[src/rtl/buffer_read_scheduler.sv]
`default_nettype none
// ============================================================================
// Module      : buffer_read_scheduler
// Description : Shares one read buffer among NUM_PU processing units.
//               Memory-controller read requests {size, pu_id} are queued in
//               a small FIFO. Buffer-type requests are serviced one at a
//               time: exactly `size` words are popped from the read buffer,
//               each pop is steered to the owning PU, and the final pop is
//               flagged with buffer_read_last.
// Ports       : clk, reset (async, active-low)
//               rd_req / rd_req_size / rd_req_pu_id / rd_req_d_type : request in
//               rd_req_ready      : request FIFO not full
//               buffer_read_empty : read buffer has no data
//               buffer_read_pop   : pop the read buffer this cycle
//               pu_read_req       : one-hot PU being serviced (READ only)
//               pu_read_ready     : per-PU word acceptance
//               pu_read_pop       : buffer_read_pop steered to the active PU
//               buffer_read_last  : final pop of a request
//               busy              : request in service or queued
//               err_overflow      : sticky, request arrived while FIFO full
//               err_bad_pu        : sticky, request carried pu_id >= NUM_PU
// Revision    : 1.0 - initial release
// ============================================================================
module buffer_read_scheduler #(
    parameter int NUM_PU         = 1,
    parameter int D_TYPE_W       = 2,
    parameter int RD_SIZE_W      = 20,
    parameter int BUF_D_TYPE     = 1,
    parameter int REQ_FIFO_DEPTH = 4,
    localparam int PU_ID_W       = $clog2(NUM_PU) + 1
) (
    input  logic                 clk,
    input  logic                 reset,
    input  logic                 rd_req,
    input  logic [RD_SIZE_W-1:0] rd_req_size,
    input  logic [PU_ID_W-1:0]   rd_req_pu_id,
    input  logic [D_TYPE_W-1:0]  rd_req_d_type,
    output logic                 rd_req_ready,
    input  logic                 buffer_read_empty,
    output logic                 buffer_read_pop,
    output logic [NUM_PU-1:0]    pu_read_req,
    input  logic [NUM_PU-1:0]    pu_read_ready,
    output logic [NUM_PU-1:0]    pu_read_pop,
    output logic                 buffer_read_last,
    output logic                 busy,
    output logic                 err_overflow,
    output logic                 err_bad_pu
);

    localparam int AW = $clog2(REQ_FIFO_DEPTH);
    localparam int CW = AW + 1;

    localparam logic [CW-1:0]        C_DEPTH      = CW'(REQ_FIFO_DEPTH);
    localparam logic [D_TYPE_W-1:0]  C_BUF_D_TYPE = D_TYPE_W'(BUF_D_TYPE);
    localparam logic [PU_ID_W-1:0]   C_NUM_PU     = PU_ID_W'(NUM_PU);
    localparam logic [RD_SIZE_W-1:0] C_ONE        = RD_SIZE_W'(1);

    typedef enum logic [1:0] {
        S_IDLE = 2'd0,
        S_LOAD = 2'd1,
        S_READ = 2'd2
    } state_t;

    // ------------------------------------------------------------------
    // Request FIFO
    // ------------------------------------------------------------------
    logic [RD_SIZE_W-1:0] r_fifo_size [REQ_FIFO_DEPTH];
    logic [PU_ID_W-1:0]   r_fifo_pu   [REQ_FIFO_DEPTH];
    logic [AW-1:0]        r_wr_ptr;
    logic [AW-1:0]        r_rd_ptr;
    logic [CW-1:0]        r_count;
    logic                 r_alive;      // holds ready low until the first edge after reset
    logic                 r_err_overflow;

    state_t               r_state;
    logic [PU_ID_W-1:0]   r_pu_id;
    logic [RD_SIZE_W-1:0] r_remaining;
    logic                 r_err_bad_pu;

    logic                 w_fifo_full;
    logic                 w_fifo_empty;
    logic                 w_push;
    logic                 w_deq;
    logic                 w_rd_pop;
    logic [NUM_PU-1:0]    w_pu_sel;

    assign w_fifo_full  = (r_count == C_DEPTH);
    assign w_fifo_empty = (r_count == '0);

    // Ready comes from registered fullness only, so a push that coincides
    // with a dequeue on a full FIFO is still rejected as an overflow.
    assign rd_req_ready = r_alive & ~w_fifo_full;
    assign w_push       = rd_req & rd_req_ready & (rd_req_d_type == C_BUF_D_TYPE);
    assign w_deq        = (r_state == S_IDLE) & ~w_fifo_empty;

    always_ff @(posedge clk or negedge reset) begin
        if (!reset) begin
            r_wr_ptr       <= '0;
            r_rd_ptr       <= '0;
            r_count        <= '0;
            r_alive        <= 1'b0;
            r_err_overflow <= 1'b0;
        end else begin
            r_alive <= 1'b1;
            if (w_push) begin
                r_wr_ptr <= r_wr_ptr + 1'b1;
            end
            if (w_deq) begin
                r_rd_ptr <= r_rd_ptr + 1'b1;
            end
            if (w_push && !w_deq) begin
                r_count <= r_count + 1'b1;
            end else if (!w_push && w_deq) begin
                r_count <= r_count - 1'b1;
            end
            if (rd_req && w_fifo_full) begin
                r_err_overflow <= 1'b1;
            end
        end
    end

    // Payload storage needs no reset: entries are only read once written.
    always_ff @(posedge clk) begin
        if (w_push) begin
            r_fifo_size[r_wr_ptr] <= rd_req_size;
            r_fifo_pu[r_wr_ptr]   <= rd_req_pu_id;
        end
    end

    // ------------------------------------------------------------------
    // Service FSM
    // ------------------------------------------------------------------
    // The head entry is captured on the dequeue edge, so LOAD only has to
    // classify it (empty or bad-PU requests return straight to IDLE).
    always_ff @(posedge clk or negedge reset) begin
        if (!reset) begin
            r_state      <= S_IDLE;
            r_pu_id      <= '0;
            r_remaining  <= '0;
            r_err_bad_pu <= 1'b0;
        end else begin
            case (r_state)
                S_IDLE: begin
                    if (!w_fifo_empty) begin
                        r_pu_id     <= r_fifo_pu[r_rd_ptr];
                        r_remaining <= r_fifo_size[r_rd_ptr];
                        r_state     <= S_LOAD;
                    end
                end
                S_LOAD: begin
                    if (r_pu_id >= C_NUM_PU) begin
                        r_err_bad_pu <= 1'b1;
                        r_state      <= S_IDLE;
                    end else if (r_remaining == '0) begin
                        r_state <= S_IDLE;
                    end else begin
                        r_state <= S_READ;
                    end
                end
                S_READ: begin
                    if (w_rd_pop) begin
                        r_remaining <= r_remaining - 1'b1;
                        if (r_remaining == C_ONE) begin
                            r_state <= S_IDLE;
                        end
                    end
                end
                default: begin
                    r_state <= S_IDLE;
                end
            endcase
        end
    end

    // ------------------------------------------------------------------
    // PU steering
    // ------------------------------------------------------------------
    generate
        for (genvar i = 0; i < NUM_PU; i++) begin : g_pu_sel
            assign w_pu_sel[i] = (r_pu_id == PU_ID_W'(i));
        end
    endgenerate

    // Selecting the ready bit through the one-hot mask avoids indexing
    // pu_read_ready with a pu_id that may be wider than NUM_PU.
    assign w_rd_pop = (r_state == S_READ) & ~buffer_read_empty
                    & (|(pu_read_ready & w_pu_sel));

    assign buffer_read_pop  = w_rd_pop;
    assign buffer_read_last = w_rd_pop & (r_remaining == C_ONE);
    assign pu_read_req      = (r_state == S_READ) ? w_pu_sel : '0;
    assign pu_read_pop      = w_rd_pop ? w_pu_sel : '0;
    assign busy             = (r_state != S_IDLE) | ~w_fifo_empty;
    assign err_overflow     = r_err_overflow;
    assign err_bad_pu       = r_err_bad_pu;

endmodule
`default_nettype wire

[config.mk]
export PLATFORM = sky130hd
export DESIGN_NAME = buffer_read_scheduler
export DESIGN_NICKNAME = d
export VERILOG_FILES = /design/src/rtl/buffer_read_scheduler.sv
export SDC_FILE = /design/constraint.sdc
export NUM_CORES = 1
export LEC_CHECK = 0
export ABC_AREA = 1
export ABC_CLOCK_PERIOD_IN_PS = 6400
export BUFFER_PORTS_ARGS = -buffer_cell sky130_fd_sc_hd__buf_2
export CORE_MARGIN = 10
export CORE_UTILIZATION = 60
export CTS_BUF_LIST = sky130_fd_sc_hd__clkbuf_4
export DETAILED_ROUTE_END_ITERATION = 12
export HOLD_SLACK_MARGIN = 0.02
export PLACE_DENSITY = 0.84
export SLEW_MARGIN = 20
export SYNTH_ARGS = -nofsm -noshare
export SYNTH_HDL_FRONTEND = slang
export SYNTH_SLANG_ARGS = --single-unit
[constraint.sdc]
create_clock -name clk -period 6.4 [get_ports clk]
set_input_delay 0.64 -clock clk [delete_from_list [all_inputs] [get_ports clk]]
set_output_delay 0.64 -clock clk [all_outputs]
set_load 0.02 [all_outputs]
==> flow_summary_export.csv, run 1 <==
group,metric,value,unit
outcome,status,"finished, final reports clean",
routing,via_per_inst,5.73,
setup_path,worst-path-max-fanout,24,
floorplan,die_area,13000,µm²
timing,hold_viol_final,0,
finish,multi_input_area,1740,µm²
place,routabilityCongestion,0.904,
logic_synthesis,yosys-top-cells-count,"nand2_1, edfxtp_1, nor2_1",
global_routing,grt_overflow,0,
routing,dr_total_vias,3965,
logic_synthesis,synth_cell_types,37,
logic_synthesis,syn_inst,534,
logic_synthesis,ys_ff_latch,117,
clocking,cts.reportedPaths.clkPinSlew,0.11,ns
setup_path,critPathLaunchType,"register",
logic_synthesis,synth_area_leader_cell,"edfxtp_1",
setup_path,worstPathRequired,5.76,ns
timing,fin_crit_sh,51.3,%
timing,period_needed,3.28,ns
timing,worst_slack,3.12,ns
setup_path,critPathMostFrequentCell,"nor2_4",
clocking,postCtsHoldBufs,0,
setup_path,crit_chain,"nor2_4 -> inv_2 -> nor2_4 -> nand2_2 -> nor4_1 -> buf_2",
pwr,p_per_area,279,nW/µm²
routing,ant_nets,0,
setup_path,cp-startpoint,"r_state[0]",
routing,drt_pass1_iterations,5,
floorplan,core_area,8680,µm²
routing,wl_met2,5500,µm
routing,routed.top_layer,"met4",
floorplan,std_cell_rows,34,
setup_path,r2r-start,"r_state[0]",
timing,finClkSkew,0.0167,ns
logic_synthesis,syn-num-nets,571,
hold_path,hp-class,"input port to asynchronous set/reset pin",
setup_path,critPathBufInv,2,
routing,wl_met1,4690,µm
finish,final_nets,607,
global_routing,grt_pass1_vias,3771,
setup_path,worstSetupPathType,"register to primary output",
timing,setup_violations,0,
logic_synthesis,yosysMostFrequentCell,"nand2_1",
pwr,design_power_total,1.63,mW
timing,maxSlewHeadroom,43.5,%
floorplan,die_width,114,µm
clocking,h-tree-depth,4,
global_routing,grt_max_degree,45,
floorplan,die_h,114,µm
routing,wl_per_cell,16.1,µm
finish,seq_area,3350,µm²
global_routing,grt_pass1_wl,18000,µm
place,dp_hpwl,7230,µm
clocking,postCtsResizedCells,0,
clocking,cts_tree,"yes",
clocking,cts_root_buf,"clkbuf_4",
place,io_buffers,35,
clocking,clockBufferDepth,2,
logic_synthesis,syn_avg_cell_area,9.97,µm²
logic_synthesis,synth_edf_count,84,
routing,drtIter0Drc,375,
logic_synthesis,syn-cell-area,5330,µm²
finish,nFillCells,662,
finish,final_util,67.4,%
routing,drc,0,
clocking,clock-sinks,117,
logic_synthesis,synthTopCellsByArea,"edfxtp_1, dfrtp_1, nand2_1",
timing,tightest_slew,0.848,ns
timing,fin_setup_tns,0,ns
logic_synthesis,synth_top_cell_area_share,47.4,%
setup_path,end_kind,"primary output",
timing,fmax,0.305,GHz
finish,synthToLayoutAreaGrowth,9.89,%
routing,wl_met3,752,µm
setup_path,cp_top_family,"simple AND/OR/NAND/NOR gates",
place,dp_slack,3.71,ns
pwr,ir_drop,0.000227,V
finish,drive_gt1_share,14.4,%
setup_path,crit_path_max_incr_delay,0.48,ns
global_routing,grtUsageTotal,17.4,%
place,dp_cells,659,
timing,rsz0062_at_grt,"false",
logic_synthesis,seq_area_frac_synth,62.9,%
routing,wl,11200,µm
global_routing,antenna_found_initial,1,
logic_synthesis,synthArstFlopShare,28.2,%
clocking,insertion_delay,0.52,ns
logic_synthesis,synth_warnings,0,
setup_path,arrival,2.64,ns
clocking,cts_setup_buffers,0,
clocking,cts_made_buffers,17,
finish,final_cells,692,
timing,slew_violations,0,
pwr,leakagePower,2.39,nW
floorplan,start_util,61.4,%
floorplan,ios,36,
setup_path,cpMaxStageDelayCell,"nor2_4",
flow_run,max_cap_viol_count,0,
logic_synthesis,ys.flop_type,"edfxtp_1",
## final timing paths
path | slack [ns] | end | cells past startpoint
min in group clk | 0.32 | r_fifo_size[2][4] | 1
max reg2reg | 4.02 | r_remaining[0] | 8
min reg2reg | 0.48 | err_overflow | 1
min | 0.17 | r_wr_ptr[1] | 1
max | 3.12 | buffer_read_last | 6
max in group asynchronous | 5.75 | r_remaining[15] | 1
## cells in the final DEF, fill, tap and decap left out, drive strengths merged, types with 2 or more instances in the layout
| cell type | instances |
|---|---|
| xnor2 | 4 |
| bufinv | 2 |
| o22ai | 5 |
| nand3b | 2 |
| nand3 | 47 |
| a31oi | 2 |
| clkbuf | 19 |
| xor2 | 4 |
| edfxtp | 84 |
| dfrtp | 33 |
| o21ai | 36 |
| nand4 | 6 |
| inv | 42 |
| a21oi | 12 |
| clkinvlp | 3 |
| o211ai | 4 |
| nor4 | 2 |
| buf | 38 |
| nor2 | 87 |
| clkinv | 4 |
| nand2 | 128 |
| a31o | 2 |
| ha | 8 |
## per-layer routing
metal,vias up,track usage (%)
met4,0,6.93
met1,1918,21.4
met3,18,5.08
li1,1876,-
met2,153,28.2
met5,-,0
## worst register-to-register path, stage by stage, from the launching register on
cell and delay (ns):
dfrtp_1 0.45, nor2_4 0.48, inv_2 0.36, nor2_4 0.19
nand2_2 0.11, nand2_4 0.28, inv_2 0.18, a21oi_1 0.14
a21oi_1 0.07
## report_power, final
group          internal (mW)  leakage [nW]  switching (mW)
registers              0.864          1.14          0.0443
logic                 0.0654          1.09           0.116
clock network          0.246         0.151           0.296
## logic make-up after synthesis
logic type / share of synthesized area (%)
DFF: 62.9
xor gates and xnor gates: 1.32
other: 0.0704
AOI/OAI and AO/OA: 6.67
buffers and inverters: 4.84
and+or+nand+nor: 21.8
muxes: 0.211
adders and majority gates: 2.26
## stage by stage
stage               area [µm²]  hold slack, ns
finish                    5850           0.167
floorplan                 5330           0.344
global route              5850           0.171
global placement          5550           0.464
CTS                       5840           0.166
detailed placement        5550           0.460
## flip-flops by register name, indices dropped and copies added (netlist names)
signal / flops
r_fifo_size: 80
err_bad_pu: 1
err_overflow: 1
r_count: 3
r_pu_id: 1
r_wr_ptr: 2
r_remaining: 20
r_fifo_pu: 4
r_rd_ptr: 2
r_state: 2
r_alive: 1
## area by class of cell
type / count / area share, %
Sequential cell: 117 / 57.2
Multi-Input combinational cell: 358 / 29.6
Timing Repair Buffer: 38 / 3.38
Clock inverter: 13 / 2.54
Clock buffer: 19 / 2.44
Inverter: 38 / 2.44
Tap cell: 108 / 2.31
Antenna cell: 1 / 0.0428
No activity file was read; power rests on OpenSTA's default activity.
==> inputs of run 2 (changes only) <==
--- a/config.mk
+++ b/config.mk
@@ -6,7 +6,7 @@
 export NUM_CORES = 1
 export LEC_CHECK = 0
 export ABC_AREA = 1
-export ABC_CLOCK_PERIOD_IN_PS = 6400
+export ABC_CLOCK_PERIOD_IN_PS = 3200
 export BUFFER_PORTS_ARGS = -buffer_cell sky130_fd_sc_hd__buf_2
 export CORE_MARGIN = 10
 export CORE_UTILIZATION = 60
==> constraint.sdc (replaced) <==
create_clock -name clk -period 3.2 [get_ports clk]
set_input_delay 0.32 -clock clk [delete_from_list [all_inputs] [get_ports clk]]
set_output_delay 0.32 -clock clk [all_outputs]
set_load 0.02 [all_outputs]
==> run 2 against run 1 <==
  * Register-to-register slack got worse by 3.0 ns
  * Largest power group unchanged
  * Count of clock-buffer cells in the layout down 2
  * Clock skew rose by 0.0065 ns
  * Clock power grew 90%
  * Largest cell class unchanged
  * Core utilization up 2.7 points
  * First-iteration DRC count shrank 5.3%
  * Sequential share of layout area shrank 2.2 points
  * Die area stayed put
==> flow_summary_export.csv, run 2 (synthesis gave the netlist of run 1 again) <==
group,metric,value,unit
outcome,status,"finished, final reports clean",
global_routing,grt_pass1_vias,4019,
timing,setup_violations,0,
finish,drive_gt1_share,14.3,%
timing,tightest_slew,0.766,ns
setup_path,crit_path_max_incr_delay,0.46,ns
hold_path,hp-class,"input port to register",
timing,fin_setup_tns,0,ns
floorplan,die_area,13000,µm²
clocking,clock-sinks,117,
floorplan,core_area,8680,µm²
finish,final_common_cell,"nand2_1",
timing,rsz0062_at_grt,"false",
routing,via_per_inst,5.57,
setup_path,cpMaxStageDelayCell,"dfrtp_1",
routing,drt_pass1_iterations,6,
finish,top_regs,"r_fifo_size (80), r_remaining (20), r_fifo_pu (4)",
floorplan,ios,36,
setup_path,arrival,2.44,ns
clocking,h-tree-depth,4,
timing,finClkSkew,0.0231,ns
pwr,leakagePower,2.50,nW
finish,multi_input_area,1730,µm²
pwr,p_per_area,530,nW/µm²
clocking,clockBufferDepth,2,
place,dp_hpwl,7000,µm
timing,fmax,0.362,GHz
floorplan,std_cell_rows,34,
timing,fin_crit_sh,86.3,%
setup_path,worstPathRequired,2.88,ns
setup_path,cp_top_family,"buffers and inverters",
global_routing,grt_max_degree,44,
global_routing,grtUsageTotal,18.2,%
clocking,cts_made_buffers,17,
timing,slew_violations,0,
timing,period_needed,2.76,ns
floorplan,start_util,61.4,%
timing,hold_viol_final,0,
finish,largest_register_ffs,80,
pwr,design_power_total,3.22,mW
setup_path,critPathMostFrequentCell,"nor2_4",
pwr,ir_drop,0.000417,V
setup_path,critPathBufInv,3,
floorplan,die_h,114,µm
routing,ant_nets,0,
setup_path,critPathLaunchType,"register",
place,io_buffers,35,
clocking,cts_root_buf,"clkbuf_4",
finish,seq_area,3350,µm²
global_routing,grt_pass1_wl,18700,µm
place,routabilityCongestion,0.907,
clocking,insertion_delay,0.54,ns
routing,drc,0,
finish,regMostFlops,"r_fifo_size",
routing,drtIter0Drc,355,
finish,final_nets,634,
routing,wl_per_cell,15.9,µm
flow_run,max_cap_viol_count,0,
setup_path,end_kind,"primary output",
finish,synthToLayoutAreaGrowth,14.3,%
finish,nFillCells,618,
routing,wl,11500,µm
setup_path,worstSetupPathType,"register to primary output",
clocking,cts_tree,"yes",
timing,whs,0.284,ns
routing,dr_total_vias,4011,
global_routing,antenna_found_initial,2,
timing,maxSlewHeadroom,48.9,%
global_routing,grt_overflow,0,
floorplan,die_width,114,µm
clocking,cts.reportedPaths.clkPinSlew,0.11,ns
setup_path,crit_chain,"nor2_4 -> buf_4 -> inv_2 -> nor2_4 -> nand2_2 -> nor4_1 -> buf_2",
setup_path,worst-path-max-fanout,24,
finish,final_cell_mix,"nand2_1, edfxtp_1, nor2_1",
[run 2: cell types whose count changed in the layout (fill, tap and decap cells not counted), moves of 2 or more]
cell and delta:
nor2_2 +2, clkbuf_4 -2, nor2_4 -2, dlygate4sd3_1 +23, inv_6 +2, buf_4 +4
[run 2: per-stage QoR]
step / area, µm² / util (%) / instances / worst slack, ns
after floorplan: 5330 / - / 534 / 0.657
after global routing: 6090 / 70.1 / 720 / 0.268
final: 6090 / 70.1 / 720 / 0.437
after CTS: 6080 / 70.1 / 718 / 0.410
after global placement: 5580 / 64.3 / 663 / 1.12
after detailed placement: 5580 / 64.3 / 663 / 1.03
[run 2: area by class of cell]
type / instances / area share, %
Sequential cell: 117 / 55.0
Multi-Input combinational cell: 358 / 28.4
Timing Repair Buffer: 65 / 7.52
Clock inverter: 15 / 2.36
Inverter: 38 / 2.34
Tap cell: 108 / 2.22
Clock buffer: 17 / 2.10
Antenna cell: 2 / 0.0822
[run 2: metal layers]
metal / up-vias / wire, µm / global-route usage, %
met5: - / 0 / 0
met4: 0 / 233 / 8.86
met3: 26 / 816 / 6.13
met2: 153 / 5740 / 30.8
met1: 1896 / 4700 / 20.0
li1: 1936 / - / -
[run 2: path summary, 6_finish.rpt]
| path | start | end | slack, ns | cells past startpoint |
|---|---|---|---|---|
| min in group asynchronous | reset | r_rd_ptr[0] | 0.38 | 2 |
| max reg2reg | r_state[1] | r_remaining[10] | 1.00 | 11 |
| max in group asynchronous | reset | r_remaining[10] | 2.32 | 2 |
| max | r_state[0] | buffer_read_last | 0.44 | 7 |
| min reg2reg | err_overflow | err_overflow | 0.49 | 1 |
| min | buffer_read_empty | r_state[1] | 0.28 | 7 |
[run 2: where the power goes]
group	internal [mW]	switching [mW]
registers	1.73	0.0923
logic	0.149	0.221
clock network	0.403	0.630
[run 2: worst reg2reg max path: stages, from the launching register on]
cell and delay, ns:
dfrtp_1 0.41, inv_2 0.10, nor2_4 0.03, buf_4 0.22
inv_2 0.39, nor2_4 0.06, nand2_2 0.12, nand2_4 0.21
inv_2 0.25, nor2_1 0.07, o21ai_0 0.18, inv_1 0.06
[run 2: repair_timing]
action	CTS	global route
setup buffers	0	0
resized for setup	0	0
hold buffers	23	0
hold endpoints to repair	118	0
==> inputs of run 3 (changes only) <==
--- a/config.mk
+++ b/config.mk
@@ -7,13 +7,13 @@
 export LEC_CHECK = 0
 export ABC_AREA = 1
 export ABC_CLOCK_PERIOD_IN_PS = 3200
-export BUFFER_PORTS_ARGS = -buffer_cell sky130_fd_sc_hd__buf_2
+export BUFFER_PORTS_ARGS = -buffer_cell sky130_fd_sc_hd__clkbuf_2
 export CORE_MARGIN = 10
 export CORE_UTILIZATION = 60
 export CTS_BUF_LIST = sky130_fd_sc_hd__clkbuf_4
 export DETAILED_ROUTE_END_ITERATION = 12
 export HOLD_SLACK_MARGIN = 0.02
-export PLACE_DENSITY = 0.84
+export PLACE_DENSITY = 0.79
 export SLEW_MARGIN = 20
 export SYNTH_ARGS = -nofsm -noshare
 export SYNTH_HDL_FRONTEND = slang
==> run 3 against run 2 <==
  * Combinational power barely moved
  * Via count fell by 0.40%
  * Global-route usage rose by 1.1 points
  * Count of clock-buffer cells in the layout rose by 1
==> flow_summary_export.csv, run 3 (synthesis gave the netlist of run 1 again) <==
group,metric,value,unit
outcome,status,"finished, final reports clean",
timing,fin_crit_sh,87.0,%
setup_path,crit_cells,7,
floorplan,die_area,13000,µm²
pwr,leakagePower,2.51,nW
finish,final_common_cell,"nand2_1",
routing,drt_pass1_iterations,4,
pwr,p_switching,0.929,mW
timing,period_needed,2.78,ns
global_routing,grt_pass1_vias,4057,
routing,ant_nets,0,
place,io_buffers,35,
global_routing,grt_overflow,0,
clocking,cts.reportedPaths.clkPinSlew,0.12,ns
finish,seq_area,3350,µm²
place,routabilityCongestion,0.934,
setup_path,critPathMostFrequentCell,"nor2_4",
setup_path,crit_chain,"nor2_4 -> buf_4 -> inv_2 -> nor2_4 -> nand2_2 -> nor4_1 -> clkbuf_2",
timing,fin_setup_tns,0,ns
floorplan,ios,36,
setup_path,cp_top_family,"buffers and inverters",
pwr,pwr-share-seq,55.4,%
timing,whs,0.0498,ns
finish,synthToLayoutAreaGrowth,14.2,%
setup_path,critPathLaunchType,"register",
floorplan,start_util,61.4,%
clocking,clockBufferDepth,2,
finish,final_nets,633,
finish,nFillCells,631,
pwr,design_power_total,3.28,mW
setup_path,worstPathRequired,2.88,ns
setup_path,reg2regPathDepth,9,
place,dp_hpwl,7220,µm
pwr,swShare,28.3,%
timing,hold_viol_final,0,
setup_path,cpMaxStageDelayCell,"dfrtp_1",
floorplan,core_area,8680,µm²
pwr,p_int,2.35,mW
global_routing,grt_max_degree,44,
finish,final_util,70.1,%
place,dp_slack,0.981,ns
global_routing,grtUsageTotal,19.2,%
finish,largest_register_ffs,80,
timing,fmax,0.359,GHz
global_routing,antenna_found_initial,0,
clocking,clock-sinks,117,
setup_path,arrival,2.46,ns
routing,wl_per_cell,16.7,µm
setup_path,cp-startpoint,"r_state[0]",
setup_path,crit_path_max_incr_delay,0.44,ns
routing,wl,12000,µm
timing,maxSlewHeadroom,43.3,%
routing,dr_total_vias,3995,
timing,tightest_slew,0.850,ns
hold_path,hp-class,"input port to register",
flow_run,max_cap_viol_count,0,
pwr,combinationalPowerShare,11.2,%
setup_path,end_kind,"primary output",
floorplan,die_width,114,µm
routing,drc,0,
clocking,insertion_delay,0.53,ns
finish,top_regs,"r_fifo_size (80), r_remaining (20), r_fifo_pu (4)",
setup_path,r2r_slack,1.02,ns
clocking,cts_root_buf,"clkbuf_4",
pwr,ir_drop,0.000476,V
clocking,h-tree-depth,4,
finish,drive_gt1_share,14.0,%
floorplan,std_cell_rows,34,
clocking,cts_tree,"yes",
timing,worst_slack,0.415,ns
setup_path,worst-path-max-fanout,24,
setup_path,timing.rr.end,"r_remaining[0]",
setup_path,timing.critical_path.to,"buffer_read_last",
routing,via_per_inst,5.56,
timing,setup_violations,0,
setup_path,r2r-start,"r_state[0]",
finish,regMostFlops,"r_fifo_size",
clocking,postCtsResizedCells,0,
timing,slew_violations,0,
pwr,p_per_area,540,nW/µm²
clocking,cts_made_buffers,17,
finish,final_cell_mix,"nand2_1, nor2_1, edfxtp_1",
floorplan,die_h,114,µm
setup_path,worstSetupPathType,"register to primary output",
finish,multi_input_area,1720,µm²
timing,rsz0062_at_grt,"false",
pwr,clockPowerShare,33.4,%
routing,drtIter0Drc,381,
timing,finClkSkew,0.0206,ns
setup_path,critPathBufInv,3,
global_routing,grt_pass1_wl,19800,µm
## run 3: changes by cell type in the layout (fill, tap and decap cells not counted), moves of 2 or more
cell      delta
buf_2       -35
inv_6        -2
clkbuf_2    +35
nor2_2       -2
nor2_1       +2
## run 3: worst min-delay path by stage
stage | startpoint | endpoint | slack (ns) | cells past startpoint
after floorplan | reset | err_bad_pu | 0.02 | 0
after global placement | err_overflow | err_overflow | 0.45 | 1
after detailed placement | err_overflow | err_overflow | 0.46 | 1
after CTS | rd_req_pu_id | r_fifo_pu[3] | 0.02 | 1
after global routing | rd_req | err_overflow | 0.04 | 2
final | rd_req | err_overflow | 0.05 | 2
## run 3: layer usage
metal	wire (µm)	share of wire, %	up-vias	track usage [%]
met5	0	0	-	0
met3	776	6.5	24	5.24
met2	6000	50	145	32.1
li1	-	-	1931	-
met4	307	2.6	0	7.85
met1	4920	41	1895	23.0
## run 3: per-stage QoR
step / cells / instance area, µm²
6_report: 718 / 6080
5_1_grt: 717 / 6080
4_1_cts: 716 / 6070
3_5_place_dp: 663 / 5570
3_3_place_gp: 663 / 5570
2_1_floorplan: 534 / 5330
## run 3: power by group through the flow
stage               Combinational [mW]  Sequential (mW)  Clock [mW]
floorplan                        0.237             1.84           0
global placement                 0.327             1.84           0
detailed placement               0.347             1.85           0
CTS                              0.367             1.82        1.11
global route                     0.421             1.83        1.18
finish                           0.367             1.82        1.10
## run 3: area by class of cell
cell class | instances | area share [%]
sequential | 117 | 55.1
multi-input combinational | 358 | 28.3
timing repair buffer | 64 | 7.36
clock inverter | 14 | 2.47
inverter | 38 | 2.35
clock buffer | 18 | 2.22
tap | 108 | 2.22
antenna | 1 | 0.0411
## run 3: what timing repair did
action / in CTS / in global routing
hold buffers: 21 / 1
buffers inserted: 0 / 0
endpoints found under the hold margin: 108 / 4
setup endpoints to repair: 0 / 0
